$ cat src/rtl/key_scheduler_if.sv
// Handshake and S-RAM port bundle for the RC4 key scheduler.
// The master side drives start/key/read data; the slave side is the scheduler.
interface key_scheduler_if;
    logic        start;
    logic [23:0] secret_key;
    logic [7:0]  q;
    logic [7:0]  address;
    logic [7:0]  data;
    logic        wren;
    logic        busy;
    logic        done;

    modport master (
        output start,
        output secret_key,
        output q,
        input  address,
        input  data,
        input  wren,
        input  busy,
        input  done
    );

    modport slave (
        input  start,
        input  secret_key,
        input  q,
        output address,
        output data,
        output wren,
        output busy,
        output done
    );
endinterface

$ cat src/rtl/key_scheduler.sv
// RC4 key-scheduling swap pass over an external 256-byte S-RAM.
// The RAM has one cycle of read latency; each iteration takes six states.
module key_scheduler (
    input logic             clk,
    input logic             rst,
    key_scheduler_if.slave  bus
);

    typedef enum logic [2:0] {
        IDLE = 3'd0,
        RD_I = 3'd1,
        WT_I = 3'd2,
        RD_J = 3'd3,
        WT_J = 3'd4,
        WR_I = 3'd5,
        WR_J = 3'd6,
        DONE = 3'd7
    } state_t;

    state_t      state_r;
    logic [7:0]  i_r;
    logic [7:0]  j_r;
    logic [7:0]  si_r;
    logic [7:0]  sj_r;
    logic [1:0]  kidx_r;
    logic [23:0] key_r;

    logic [7:0]  address_r;
    logic [7:0]  data_r;
    logic        wren_r;
    logic        busy_r;
    logic        done_r;

    logic [7:0]  next_j_s;

    // Key byte selected by the i mod 3 counter; K[0] is the top byte.
    function automatic logic [7:0] key_byte(input logic [23:0] key, input logic [1:0] idx);
        logic [7:0] b;
        case (idx)
            2'd0:    b = key[23:16];
            2'd1:    b = key[15:8];
            default: b = key[7:0];
        endcase
        return b;
    endfunction

    // New j from the S[i] read data; it feeds registers only, never an output directly.
    always_comb begin
        next_j_s = j_r + bus.q + key_byte(key_r, kidx_r);
    end

    // Control FSM; outputs are loaded on each transition so they are valid for the whole state.
    always_ff @(posedge clk or posedge rst) begin
        if (rst) begin
            state_r   <= IDLE;
            i_r       <= 8'd0;
            j_r       <= 8'd0;
            si_r      <= 8'd0;
            sj_r      <= 8'd0;
            kidx_r    <= 2'd0;
            key_r     <= 24'd0;
            address_r <= 8'd0;
            data_r    <= 8'd0;
            wren_r    <= 1'b0;
            busy_r    <= 1'b0;
            done_r    <= 1'b0;
        end else begin
            case (state_r)
                IDLE, DONE: begin
                    if (bus.start) begin
                        key_r     <= bus.secret_key;
                        i_r       <= 8'd0;
                        j_r       <= 8'd0;
                        kidx_r    <= 2'd0;
                        address_r <= 8'd0;
                        wren_r    <= 1'b0;
                        busy_r    <= 1'b1;
                        done_r    <= 1'b0;
                        state_r   <= RD_I;
                    end else begin
                        state_r   <= state_r;
                    end
                end
                RD_I: begin
                    address_r <= i_r;
                    state_r   <= WT_I;
                end
                WT_I: begin
                    si_r      <= bus.q;
                    j_r       <= next_j_s;
                    address_r <= next_j_s;
                    state_r   <= RD_J;
                end
                RD_J: begin
                    address_r <= j_r;
                    state_r   <= WT_J;
                end
                WT_J: begin
                    sj_r      <= bus.q;
                    address_r <= i_r;
                    data_r    <= bus.q;
                    wren_r    <= 1'b1;
                    state_r   <= WR_I;
                end
                WR_I: begin
                    address_r <= j_r;
                    data_r    <= si_r;
                    wren_r    <= 1'b1;
                    state_r   <= WR_J;
                end
                WR_J: begin
                    wren_r <= 1'b0;
                    if (i_r == 8'd255) begin
                        busy_r  <= 1'b0;
                        done_r  <= 1'b1;
                        state_r <= DONE;
                    end else begin
                        i_r       <= i_r + 8'd1;
                        kidx_r    <= (kidx_r == 2'd2) ? 2'd0 : kidx_r + 2'd1;
                        address_r <= i_r + 8'd1;
                        state_r   <= RD_I;
                    end
                end
                default: begin
                    state_r   <= IDLE;
                    address_r <= 8'd0;
                    data_r    <= 8'd0;
                    wren_r    <= 1'b0;
                    busy_r    <= 1'b0;
                    done_r    <= 1'b0;
                end
            endcase
        end
    end

    assign bus.address = address_r;
    assign bus.data    = data_r;
    assign bus.wren    = wren_r;
    assign bus.busy    = busy_r;
    assign bus.done    = done_r;

endmodule

$ cat src/flat_wrapper.sv
// flat-port wrapper written by rule: the top's interface ports become plain ports
module key_scheduler_flat 
  (clk, rst, bus_start, bus_secret_key, bus_q, bus_address, bus_data, bus_wren, bus_busy, bus_done);
  key_scheduler_if bus_i ();
  input logic clk;
  input logic rst;
  input wire logic [$bits(bus_i.start)-1:0] bus_start;
  input wire logic [$bits(bus_i.secret_key)-1:0] bus_secret_key;
  input wire logic [$bits(bus_i.q)-1:0] bus_q;
  output wire logic [$bits(bus_i.address)-1:0] bus_address;
  output wire logic [$bits(bus_i.data)-1:0] bus_data;
  output wire logic [$bits(bus_i.wren)-1:0] bus_wren;
  output wire logic [$bits(bus_i.busy)-1:0] bus_busy;
  output wire logic [$bits(bus_i.done)-1:0] bus_done;
  assign bus_i.start = bus_start;
  assign bus_i.secret_key = bus_secret_key;
  assign bus_i.q = bus_q;
  assign bus_address = bus_i.address;
  assign bus_data = bus_i.data;
  assign bus_wren = bus_i.wren;
  assign bus_busy = bus_i.busy;
  assign bus_done = bus_i.done;
  key_scheduler u_core (.clk(clk), .rst(rst), .bus(bus_i));
endmodule
$ cat config.mk
export PLATFORM = sky130hd
export DESIGN_NAME = key_scheduler_flat
export DESIGN_NICKNAME = d
export VERILOG_FILES = /design/src/rtl/key_scheduler_if.sv /design/src/rtl/key_scheduler.sv /design/src/flat_wrapper.sv
export SDC_FILE = /design/constraint.sdc
export NUM_CORES = 1
export LEC_CHECK = 0
export ABC_CLOCK_PERIOD_IN_PS = 8680
export CORE_MARGIN = 5
export CORE_UTILIZATION = 40
export DETAILED_ROUTE_END_ITERATION = 10
export MAX_ROUTING_LAYER = met4
export PLACE_DENSITY_LB_ADDON = 0.08
export SYNTH_ARGS = -nofsm -noshare
export SYNTH_HDL_FRONTEND = slang
export SYNTH_SLANG_ARGS = --single-unit
export TNS_END_PERCENT = 30
$ cat constraint.sdc
create_clock -name clk -period 8.68 [get_ports clk]
set_clock_uncertainty 0.2 [all_clocks]
set_input_delay 0.868 -clock clk [delete_from_list [all_inputs] [get_ports clk]]
set_output_delay 0.868 -clock clk [all_outputs]
set_load 0.03 [all_outputs]
-- Yosys cells after proc, flatten, opt, wreduce, memory -nomap -nowiden
Cells that the tools add are included.
- memories kept: 0
- output and inout port bits: 19
- bits in read-only memories: 0
- bits in latches: 0
- flip-flop bits (word level): 72
- input port bits: 35
- memory bits (writable): 0
- word-level logic and storage cells: 65
- order comparisons: 0
- reduce and logical (&&, ||, !) cells: 16
- mux-type cells: 21
- $mul: 0
- bitwise operators: 0
- shifts and indexed selects: 0
- equal/unequal tests: 13
- divide/modulo/power cells: 0
- add/subtract/negate cells: 4
- operators with widths (cell ; count):
    $pmux W8 S2 ; 4
    $pmux W8 S5 ; 1
    $pmux W3 S7 ; 1
    $add A8 B8 Y8 ; 2
    $mux W8 ; 2
    $eq A3 B3 Y1 const B ; 4
    $add A8 B1 Y8 const B ; 1
    $eq A8 B8 Y1 const B ; 1
    $reduce_and A2 Y1 ; 4
    $reduce_or A2 Y1 ; 4
    $eq A3 B2 Y1 const B ; 2
    $mux W2 ; 3
    $mux W3 ; 2
    $reduce_and A3 Y1 ; 2
    $reduce_bool A2 Y1 ; 3
    $mux W1 ; 4
    $ne A2 B2 Y1 const B ; 2
    $pmux W1 S2 ; 2
    $pmux W2 S2 ; 1
    $eq A3 B1 Y1 const B ; 1
    $logic_not A3 Y1 ; 1
    $pmux W1 S3 ; 1
    $reduce_bool A3 Y1 ; 1
    $add A2 B1 Y2 const B ; 1
    4 further kinds ; 4

-- Depth between registers and ports, before layout
- depth after elaboration: 4
- depth in mapped cells: 14
- mapped depth without buffers: 13

-- Worst setup path after synthesis
OpenSTA, ideal clock, no wires.
- path type: reg-to-reg
- from: register u_core.kidx_r[0]
- to: register u_core.j_r[7]
- data arrival time: 2838 ps
- stages on the path, launching flop included: 15
- path slack: 5514 ps
- buffers on the path: 1
- required time: 8352 ps
- clock period less this slack: 3166 ps
- setup time: 128 ps
- cells stage by stage: dfrtp_1 clkbuf_1 mux2i_1 nor2_1 a21oi_1 fa_1 inv_1 ha_1 inv_1 fa_1 nor2b_1 o31a_1 o22ai_1 xnor2_1 o21ai_0
- word-level cells in the longest chain between the ends: 4
- elaborated cells between the ends (all ways): 5
- those cells by class: add/sub: 1; eq/ne: 1; mux: 2; reduce/logical: 1
- RTL lines (what ; line ; source):
    start: declaration ; key_scheduler.sv:25 ; logic [1:0] kidx_r;
    start signal: assignment ; key_scheduler.sv:119 ; kidx_r <= (kidx_r == 2'd2) ? 2'd0 : kidx_r + 2'd1;
    $eq A2 B1 Y1 or $logic_not A2 Y1 (tied branches) ; key_scheduler.sv:39 ; case (idx)
    $pmux W8 S2 (*) ; key_scheduler.sv:39 ;
    $add A8 B8 Y8 (*) ; key_scheduler.sv:49 ; next_j_s = j_r + bus.q + key_byte(key_r, kidx_r);
    $pmux W8 S2 (*) ; key_scheduler.sv:68 ; case (state_r)
    end signal: assignment ; key_scheduler.sv:90 ; j_r <= next_j_s;
    end: declaration ; key_scheduler.sv:22 ; logic [7:0] j_r;
Every way passes the cells marked *; elsewhere a longest branch is shown, timed or not.
A chain may end at the register's enable or synchronous reset.

-- Final worst setup path
- from: register u_core.kidx_r[0]
- to: register u_core.address_r[5], in the netlist u_core.bus.address[5]
- word-level cells in the longest chain between the ends: 4
- elaborated cells between the ends (all ways): 5
- those cells by class: add/sub: 1; eq/ne: 1; mux: 2; reduce/logical: 1
- RTL lines (what ; line ; source):
    $eq A2 B1 Y1 or $logic_not A2 Y1 (tied branches) ; key_scheduler.sv:39 ;
    $pmux W8 S2 (*) ; key_scheduler.sv:39 ;
    $add A8 B8 Y8 (*) ; key_scheduler.sv:49 ;
    $pmux W8 S5 (*) ; key_scheduler.sv:68 ;
    end signal: assignment ; key_scheduler.sv:85 ; address_r <= i_r;
    end signal: assignment ; key_scheduler.sv:91 ; address_r <= next_j_s;
    end signal: assignment ; key_scheduler.sv:95 ; address_r <= j_r;
    end: declaration ; key_scheduler.sv:28 ; logic [7:0] address_r;
Marked as above.

==> summary.md <==
| Metric | Value |
|---|---|
| Status | `finished, final reports clean` |
| Count leader, synth | `nand2_1` |
| Cell area after placement | `between 4000 and 5000 sq um` |
| Fraction of registers with async set/reset | `100%` |
| PortBufs | `53` |
| Avg WL per Cell | `between 15 and 20 um` |
| Sw Share | `45.1%` |
| Placer Congestion | `approximately 0.88` |
| H-tree Lvls | `3` |
| Fin crit share | `about two fifths` |
| Setup crit start kind | `flop` |
| Worst hold slack | `0.274 ns` |
| #FFs+latches synth | `slightly above 70` |
| Worst Setup End Kind | `flop` |
| Grt total ovfl | `0` |
| Max_slew headroom | `26.5%` |
| Post-synth cell types | `between 60 and 70` |
| Req. time, crit path | `between 8 and 9 ns` |
| CTS resizes | `0` |
| Hold_buf cts | `0` |
| Max Root-Sink Buffers | `2` |
| HP Class | `reg -> reg` |
| Post-synthesis net count | `~530` |
| Initial antenna violation count | `0` |
| Initial DRC count | `between 150 and 200` |
| # IOs | `54` |
| CTS clk-pin slew, worst paths | `about 0.070 ns` |
| Placed wire-length estimate | `7.05 mm` |
| Sum Neg Setup Slack | `0 ns` |
| Via count | `3328` |
| Chip Width | `approximately 110 um` |
| Slowest CP cell | `dfrtp_1` |
| Syn. warnings | `0` |
| Starting Density | `approximately two fifths` |
| CTS tree | `built` |
| Cell Int Power | `roughly 0.0010 W` |
| Cell area power density | `375 nW/um^2` |
| First-pass GRT wire length | `~17 mm` |
| Cts bufs inserted | `9` |
| Vias in the first global route | `3333` |
| Drt total wl | `10.0 mm` |
| Post-route ant nets | `0` |
| Area of the die | `between 10000 and 15000 sq um` |
| 1st-pass router iterations | `4` |
| Sequential area share after synthesis | `a little over two fifths` |
| Clock Power Share | `between 10% and 20%` |
| Largest net degree at the start of global routing | `73` |
| Synth Instances | `about 480` |
| Clk Latency, worst-skew pair | `0.35 ns` |
| Root Driver | `clkbuf_8` |
| Row cnt | `37` |
| Main synth FF type | `dfrtp_1` |
| Cell family with most CP delay | `adder cells` |
| Worst slew pin tran | `1.10 ns` |
| Maximum VDD drop | `0.181 mV` |
| RSZ-0062 raised after global routing | `no` |
| Core Region | `a little over 10000 sq um` |
| Synth-to-Final Area Change | `17.3%` |
| Nets | `between 500 and 600` |
| Top cells by count, synth | `131 x nand2_1, 72 x dfrtp_1, 37 x o21ai_0` |
| Leak | `around 2.3 nW` |
| Crit path kind | `reg -> reg` |
| Crit-path max FO | `11` |
| Diodes inserted | `0` |
| Synth top area cells | `dfrtp_1 43%, nand2_1 12%, mux2i_1 5.0%, o21ai_0 4.4%, fa_1 3.8%` |
| Post-route DRC | `0` |
| CP Data Arrival Time | `approximately 3.6 ns` |
| Max Clock Freq | `approximately 0.29 GHz` |
| Max-slew violations | `0` |
| Cell area after technology mapping | `between 4000 and 5000 sq um` |
| EDFF count, synth | `0` |
| Vias per cell | `between 5 and 6` |
| Area leader, netlist | `dfrtp_1` |
| DIE HEIGHT | `~110 um` |
| Layout cell share with drive strength beyond 1 | `7.46%` |
| CP bufs+invs | `2` |
| Final Hold Viols | `0` |
| Core Util, Final | `between 40% and 50%` |
| Post-route cell area | `4950 sq um` |
| Syn avg cell area | `slightly below 9 sq um` |
| MaxCap Viol Count | `0` |
| Sink Count | `between 70 and 80` |
| # Post-CTS Setup Buffers | `0` |
| Gate power share | `between 50% and 60%` |
| P_sw | `between 0.0008 and 0.0009 W` |
| Total GRT Usage | `around 17%` |
| Slowest stage delay, CP | `0.66 ns` |
| Post-layout minimum cycle time | `approximately 3.5 ns` |
| Final Setup Violations | `0` |
| Sequential group share of total power | `a little under a third` |
| Area fraction of the dominant cell type after synthesis | `~43%` |
| Critical path cell sequence | `mux2i_1, nor2_1, a21oi_1, fa_1, inv_1, ha_1, inv_1, fa_1, nor2b_1, o21ai_0, a211oi_1, a211oi_1, o21ai_1` |
power by group through the flow:
stage                     Combinational (W)  Sequential, W  Clock, W
after floorplan                    0.000779       0.000597         0
after global placement              0.00105       0.000575         0
after detailed placement            0.00107       0.000578         0
after CTS                           0.00107       0.000571  0.000243
after global routing                0.00120       0.000591  0.000259
final                               0.00106       0.000569  0.000231
worst register-to-register path, delay by kind of cell (launching register included):
kind	cells	cell delay, ns
AO/OA/AOI/OAI	5	0.92
adder cells (fa/ha/maj)	3	1.03
buffers and inverters	2	0.13
flip-flops	1	0.66
multiplexers	1	0.28
AND/OR/NAND/NOR	2	0.22
cell families (layout without fill, tap and decap cells):
| group | after synthesis | in the layout | share of synthesized area, % |
|---|---|---|---|
| and+or+nand+nor | 194 | 194 | 20.6 |
| AOI/OAI and AO/OA | 103 | 103 | 16.1 |
| DFF | 72 | 72 | 42.7 |
| buffers and inverters | 63 | 107 | 6.97 |
| muxes | 26 | 26 | 6.49 |
| adders and majority gates | 15 | 15 | 5.87 |
| xor gates and xnor gates | 6 | 6 | 1.25 |
final timing paths:
kind	start	endpoint	slack (ns)	cells after the start
worst min register to register	u_core.key_r[15]	u_core.key_r[15]	0.27	2
worst min-delay path	u_core.key_r[15]	u_core.key_r[15]	0.27	2
worst max register to register	u_core.kidx_r[0]	u_core.bus.address[5]	5.18	13
max in group asynchronous	rst	u_core.i_r[4]	6.77	3
worst max-delay path	u_core.kidx_r[0]	u_core.bus.address[5]	5.18	13
min in group asynchronous	rst	u_core.key_r[14]	0.92	3
area by class of cell:
| class | count | area (sq um) |
|---|---|---|
| Clock buffer | 16 | 160 |
| Fill cell | 1034 | 5370 |
| Inverter | 33 | 124 |
| Multi-Input combinational cell | 344 | 2130 |
| Sequential cell | 72 | 1800 |
| Tap cell | 136 | 170 |
| Timing Repair Buffer | 58 | 568 |
cells in the final DEF (no fill, tap or decap), drive strengths merged, types with 4 or more instances in the layout:
master           n
a21oi           15
and2             4
buf              5
clkbuf          16
clkdlybuf4s50   53
dfrtp           72
fa               8
ha               7
inv             33
mux2             5
mux2i           21
nand2          133
nand3           12
nor2            23
nor3             4
o21ai           48
o22ai            5
o31ai            6
xnor2            5
state kept, by name, indices dropped and copies added, names as in the netlist:
register,flops
u_core.j_r,8
u_core.bus.done,1
u_core.bus.wren,1
u_core.kidx_r,2
u_core.key_r,24
u_core.i_r,8
u_core.state_r,3
u_core.bus.address,8
u_core.bus.busy,1
u_core.bus.data,8
u_core.si_r,8
through the flow:
stage / setup WS [ns] / total power [W] / instances
2_1_floorplan: 5.51 / 0.00138 / 479
3_3_place_gp: 5.06 / 0.00163 / 643
3_5_place_dp: 5.02 / 0.00164 / 643
4_1_cts: 5.14 / 0.00188 / 659
5_1_grt: 4.85 / 0.00205 / 659
6_report: 5.18 / 0.00186 / 659
metal layers:
layer	track usage (%)	wire [um]
met5	-	0
met1	23.8	4830
met2	25.6	4550
met3	3.10	457
met4	6.73	191
Note: power is estimated with default switching activity, not from simulation.
